[src/rtl/crc_pkg.sv]
// crc_pkg: shared state encoding, polynomial constants and the byte-step CRC helper
// for the CRC stream engine.
`default_nettype none

package crc_pkg;

    typedef enum logic [1:0] {
        IDLE = 2'd0,
        RUN  = 2'd1,
        DONE = 2'd2
    } state_t;

    localparam int          CRC_MAX_W          = 32;
    localparam logic [15:0] CRC16_BUYPASS_POLY = 16'h8005;
    localparam logic [15:0] CRC16_CCITT_POLY   = 16'h1021;

    // Operands are MSB-aligned in a 32-bit word so one routine serves every CRC width.
    function automatic logic [CRC_MAX_W-1:0] crc_byte_step(
        input logic [CRC_MAX_W-1:0] crc,
        input logic [7:0]           data,
        input logic [CRC_MAX_W-1:0] poly
    );
        logic [CRC_MAX_W-1:0] c;
        logic                 fb;
        c = crc;
        for (int b = 7; b >= 0; b--) begin
            fb = c[CRC_MAX_W-1] ^ data[b];
            c  = {c[CRC_MAX_W-2:0], 1'b0} ^ (fb ? poly : '0);
        end
        return c;
    endfunction

endpackage

`default_nettype wire

[src/rtl/crc_lane_fold.sv]
// crc_lane_fold: combinational fold of up to DATA_W/8 byte lanes (MSB lane first)
// into a CRC, with EOF keep-mask sanitising and error flag.
`default_nettype none

module crc_lane_fold
    import crc_pkg::*;
#(
    parameter int               CRC_W  = 16,
    parameter int               DATA_W = 8,
    parameter logic [CRC_W-1:0] POLY   = CRC_W'(CRC16_BUYPASS_POLY)
) (
    input  logic [CRC_W-1:0]    i_crc,
    input  logic [DATA_W-1:0]   i_data,
    input  logic [DATA_W/8-1:0] i_keep,
    input  logic                i_last,
    output logic [CRC_W-1:0]    o_crc,
    output logic                o_keep_err
);

    localparam int                   C_NB     = DATA_W / 8;
    localparam logic [CRC_MAX_W-1:0] C_POLY_A = CRC_MAX_W'(POLY) << (CRC_MAX_W - CRC_W);

    logic [C_NB-1:0]      w_en;
    logic                 w_run;
    logic [CRC_MAX_W-1:0] w_acc;

    always_comb begin
        w_en       = '1;
        w_run      = 1'b1;
        o_keep_err = 1'b0;
        // Only the EOF beat is trimmed; an empty mask there falls back to all lanes.
        if (i_last) begin
            if (i_keep == '0) begin
                o_keep_err = 1'b1;
            end else begin
                for (int l = C_NB - 1; l >= 0; l--) begin
                    w_run   = w_run & i_keep[l];
                    w_en[l] = w_run;
                end
                o_keep_err = (w_en != i_keep);
            end
        end

        w_acc                      = '0;
        w_acc[CRC_MAX_W-1 -: CRC_W] = i_crc;
        for (int l = C_NB - 1; l >= 0; l--) begin
            if (w_en[l]) begin
                w_acc = crc_byte_step(w_acc, i_data[l*8 +: 8], C_POLY_A);
            end
        end
        o_crc = w_acc[CRC_MAX_W-1 -: CRC_W];
    end

endmodule

`default_nettype wire

[src/rtl/crc_stream_engine.sv]
// crc_stream_engine: byte-parallel CRC generator/checker over a framed valid/ready
// stream, with a held result handshake. Rev 1.0
`default_nettype none

module crc_stream_engine
    import crc_pkg::*;
#(
    parameter int          CRC_W   = 16,
    parameter logic [31:0] POLY    = 32'(CRC16_BUYPASS_POLY),
    parameter logic [31:0] INIT    = 32'h0000,
    parameter logic [31:0] XOROUT  = 32'h0000,
    parameter logic [31:0] RESIDUE = 32'h0000,
    parameter int          DATA_W  = 8
) (
    input  logic                Clk,
    input  logic                R,
    input  logic                mode_chk,
    input  logic                in_valid,
    output logic                in_ready,
    input  logic [DATA_W-1:0]   in_data,
    input  logic                in_sof,
    input  logic                in_eof,
    input  logic [DATA_W/8-1:0] in_keep,
    output logic                crc_valid,
    input  logic                crc_ready,
    output logic [CRC_W-1:0]    crc_out,
    output logic                crc_ok,
    output logic                frame_err
);

    localparam logic [CRC_W-1:0] C_POLY    = POLY[CRC_W-1:0];
    localparam logic [CRC_W-1:0] C_INIT    = INIT[CRC_W-1:0];
    localparam logic [CRC_W-1:0] C_XOROUT  = XOROUT[CRC_W-1:0];
    localparam logic [CRC_W-1:0] C_RESIDUE = RESIDUE[CRC_W-1:0];

    state_t           r_state;
    logic [CRC_W-1:0] r_crc;
    logic [CRC_W-1:0] r_crc_out;
    logic             r_mode;
    logic             r_crc_valid;
    logic             r_crc_ok;
    logic             r_frame_err;

    logic             w_acc;
    logic             w_mode;
    logic             w_keep_err;
    logic [CRC_W-1:0] w_base;
    logic [CRC_W-1:0] w_fold;

    assign in_ready  = (r_state != DONE) | crc_ready;
    assign w_acc     = in_valid & in_ready;
    assign w_base    = in_sof ? C_INIT : r_crc;
    assign w_mode    = in_sof ? mode_chk : r_mode;

    assign crc_valid = r_crc_valid;
    assign crc_out   = r_crc_out;
    assign crc_ok    = r_crc_ok;
    assign frame_err = r_frame_err;

    crc_lane_fold #(
        .CRC_W  (CRC_W),
        .DATA_W (DATA_W),
        .POLY   (C_POLY)
    ) u_fold (
        .i_crc      (w_base),
        .i_data     (in_data),
        .i_keep     (in_keep),
        .i_last     (in_eof),
        .o_crc      (w_fold),
        .o_keep_err (w_keep_err)
    );

    always_ff @(posedge Clk) begin
        if (R) begin
            r_state     <= IDLE;
            r_crc       <= C_INIT;
            r_mode      <= 1'b0;
            r_crc_valid <= 1'b0;
            r_crc_out   <= C_INIT ^ C_XOROUT;
            r_crc_ok    <= 1'b0;
            r_frame_err <= 1'b0;
        end else begin
            r_frame_err <= 1'b0;
            if (r_state == DONE && crc_ready) begin
                r_state     <= IDLE;
                r_crc_valid <= 1'b0;
            end
            // An SOF beat accepted in DONE overrides the drop to IDLE above.
            if (w_acc) begin
                if (in_sof || r_state == RUN) begin
                    r_crc       <= w_fold;
                    r_mode      <= w_mode;
                    r_frame_err <= (in_sof && r_state == RUN) || (in_eof && w_keep_err);
                    if (in_eof) begin
                        r_state     <= DONE;
                        r_crc_valid <= 1'b1;
                        r_crc_out   <= w_fold ^ C_XOROUT;
                        r_crc_ok    <= w_mode && (w_fold == C_RESIDUE);
                    end else begin
                        r_state <= RUN;
                    end
                end else begin
                    r_frame_err <= 1'b1;
                end
            end
        end
    end

endmodule

`default_nettype wire

[config.mk]
export PLATFORM = sky130hd
export DESIGN_NAME = crc_stream_engine
export DESIGN_NICKNAME = d
export VERILOG_FILES = /design/src/rtl/crc_pkg.sv /design/src/rtl/crc_lane_fold.sv /design/src/rtl/crc_stream_engine.sv
export SDC_FILE = /design/constraint.sdc
export NUM_CORES = 1
export LEC_CHECK = 0
export BUFFER_PORTS_ARGS = -buffer_cell sky130_fd_sc_hd__buf_2
export CAP_MARGIN = 20
export CORE_MARGIN = 2
export CORE_UTILIZATION = 40
export DETAILED_ROUTE_END_ITERATION = 12
export PLACE_DENSITY = 0.59
export SYNTH_ARGS = -nofsm -noshare
export SYNTH_HDL_FRONTEND = slang
export SYNTH_SLANG_ARGS = --single-unit
[constraint.sdc]
create_clock -name Clk -period 2.85 [get_ports Clk]
set_clock_uncertainty 0.1 [all_clocks]
set_input_delay 0.285 -clock Clk [delete_from_list [all_inputs] [get_ports Clk]]
set_output_delay 0.285 -clock Clk [all_outputs]
set_load 0.01 [all_outputs]
==> metrics.yaml <==
status:
  status: "finished, final reports clean"
yosys:
  syn_area_um2: 2020
  synthMuxAreaShare: 0.00991
  syn_nets: 257
  netlist_instances: 241
  ys_ff_latch: 38
  synth-compound-area-share: 0.136
  yosysTopAreaCell: "dfxtp_1"
  synth_fa_ha_area_frac: 0
  synth_cell_types: 42
  synthSimpleGateAreaFrac: 0.221
  synth_top_family_by_area: "simple AND/OR/NAND/NOR gates"
  syn_area_per_cell_um2: 8.38
  synth_xor_area_frac: 0.217
  yosysWarnings: 0
  ys_seq_area_frac: 0.377
  synth_area_leaders: "dfxtp_1 (38%), xnor2_1 (12%), nand2_1 (8.9%)"
  synth_top_area_frac: 0.377
critical_path:
  cp_data_required_time_ns: 2.96
  cp-start-kind: "flip-flop"
  critPathArrivalTime_ns: 2.36
  crit_fanout: 6
  crit_type: "flip-flop to flip-flop"
  end_kind: "flip-flop"
cells_and_area:
  stdcell_count: 340
  antenna_cells: 0
  nets: 288
  areaGrowthSynthToFinish_pct: 15.9
  drive_above_1_share: 0.209
drt:
  drtAntennaViolNets: 0
  drcViolationCount: 0
  via_per_inst: 4.82
  wl_per_cell_um: 13.1
  first_pass_iters: 4
  dr.first_iter.drc_count: 55
  wl_um: 4460
  vias: 1639
sta:
  period_share: 0.790
  slew_headroom: 0.529
  rsz0062_at_grt: "false"
  maxSlewViolCount: 0
  fin_ws_ns: 0.598
  hold_viol: 0
  fin_crit_ns: 2.25
  worstMarginPinSlew_ns: 0.706
  fmax_mhz: 444
  hold_ws_ns: 0.143
  finalSetupViolations: 0
  finalSetupTns_ns: 0
cts:
  cts_tree: "done"
  insertion_delay_ns: 0.30
  cts.sink_count: 38
  cts_made_buffers: 5
  holdBufCountCts: 0
  clock-root-buffer: "clkbuf_8"
  htreeDepth: 2
  post_cts_buffers: 0
  clockBufferDepth: 2
  cts_resized: 0
  clkTransAtPathRegs_ns: 0.08
placed_design:
  dp_cells: 332
  pre_cts_ws_ns: 0.551
  gp_congestion: 0.816
  dp_hpwl_um: 3230
  port_buffers: 35
power:
  vdd_drop_max_uv: 367
  p_per_area_nw_per_um2: 558
  p_leak_nw: 0.897
grt:
  grt_pass1_wl_um: 7470
  grt_usage: 0.179
  grt_max_degree: 41
  grt_pass1_vias: 1534
  grt_antenna_before_repair: 0
  gr-total-overflow: 0
floorplan:
  start_util: 0.422
  dieArea_um2: 5630
  coreArea_um2: 4790
  die_y_um: 75.1
  rows: 25
  num_io_pins: 36
  fp.dieW_um: 75.1
flow_run:
  maxCapViolations: 0
min_path:
  hold_path.class: "primary input to flip-flop"
## cell families after synthesis
| logic type | count (synthesis) |
|---|---|
| AOI/OAI and AO/OA | 45 |
| xor gates and xnor gates | 39 |
| buffers and inverters | 19 |
| DFF | 38 |
| muxes | 2 |
| and+or+nand+nor | 98 |
## state kept, by name (all words and copies together) (netlist names)
register and flops:
frame_err 1, crc_ok 1, r_mode 1, r_state 2, crc_valid 1, crc_out 16, r_crc 16
## power breakdown
part / internal, mW / switching, mW / leakage [nW]
combinational: 0.157 / 0.166 / 0.540
sequential: 0.563 / 0.0241 / 0.310
clock: 0.195 / 0.201 / 0.0472
## metrics by stage
step | utilization | cell area (um^2) | power (mW)
final | 0.489 | 2340 | 1.31
after global routing | 0.489 | 2340 | 1.38
after CTS | 0.489 | 2340 | 1.32
after detailed placement | 0.469 | 2240 | 0.923
after global placement | 0.469 | 2240 | 0.924
after floorplan | - | 2020 | 0.842
## area by class of cell
type                    instances  area [um^2]
inverters                       4         15.0
repair buffers                 39          205
clock buffers                   6         82.6
flip-flops and latches         38          761
multi-input cells             184         1180
fillers                       500         2450
clock inverters                 2         12.5
well taps                      67         83.8
## worst max-delay path, cell delays in order, from the launching register on
cell and delay [ns]:
dfxtp_1 0.50, xnor2_1 0.12, nor2_2 0.14, xor2_1 0.21, xnor3_2 0.50, xnor3_1 0.37
a211oi_1 0.23
## synthesized netlist by cell type (all sizes together)
library cell	count
o21ai	1
nor4b	1
or3	1
o21a	1
nand3	1
buf	5
inv	4
nor4	1
and2	1
o211ai	2
a21oi	27
a211oi	6
or4	1
nand2b	1
xnor3	4
and2b	1
a32oi	1
a31oi	1
nand2	48
mux2i	2
a2111oi	1
nand3b	2
nor3b	1
nor2	26
xnor2	31
nor4bb	1
nor2b	10
o221a	1
o31ai	2
clkbuf	10
dfxtp	38
xor2	4
a22o	1
nor3	2
o32ai	1
## final timing paths
| kind | startpoint | endpoint | slack (ns) | cells past startpoint |
|---|---|---|---|---|
| setup reg to reg | r_crc[13] | crc_out[15] | 0.60 | 6 |
| hold / removal | mode_chk | r_mode | 0.14 | 3 |
| hold reg to reg | crc_out[10] | crc_out[10] | 0.35 | 2 |
| setup / recovery | r_crc[13] | crc_out[15] | 0.60 | 6 |
## metal layers
layer,part of all wire,wire length [um],GRT usage,vias to the layer above
met5,0,0,0,-
met4,0.0083,37,0.0536,0
met3,0.040,180,0.0535,6
met2,0.47,2090,0.279,33
met1,0.48,2150,0.240,740
li1,-,-,-,860
## cells in the final DEF (no fill, tap or decap), types with 2 or more instances in the layout
| master | count |
|---|---|
| nand2_1 | 48 |
| dfxtp_1 | 38 |
| buf_2 | 35 |
| xnor2_1 | 28 |
| a21oi_1 | 27 |
| nor2_1 | 23 |
| nor2b_1 | 10 |
| a211oi_1 | 6 |
| clkbuf_8 | 6 |
| inv_1 | 4 |
| buf_4 | 4 |
| nor2_2 | 3 |
| xor2_1 | 3 |
| xnor3_1 | 3 |
| xnor2_2 | 2 |
| nand3b_1 | 2 |
| o31ai_1 | 2 |
| o211ai_1 | 2 |
| mux2i_1 | 2 |
| nor3_1 | 2 |
Power figures use the tool's default switching activity.
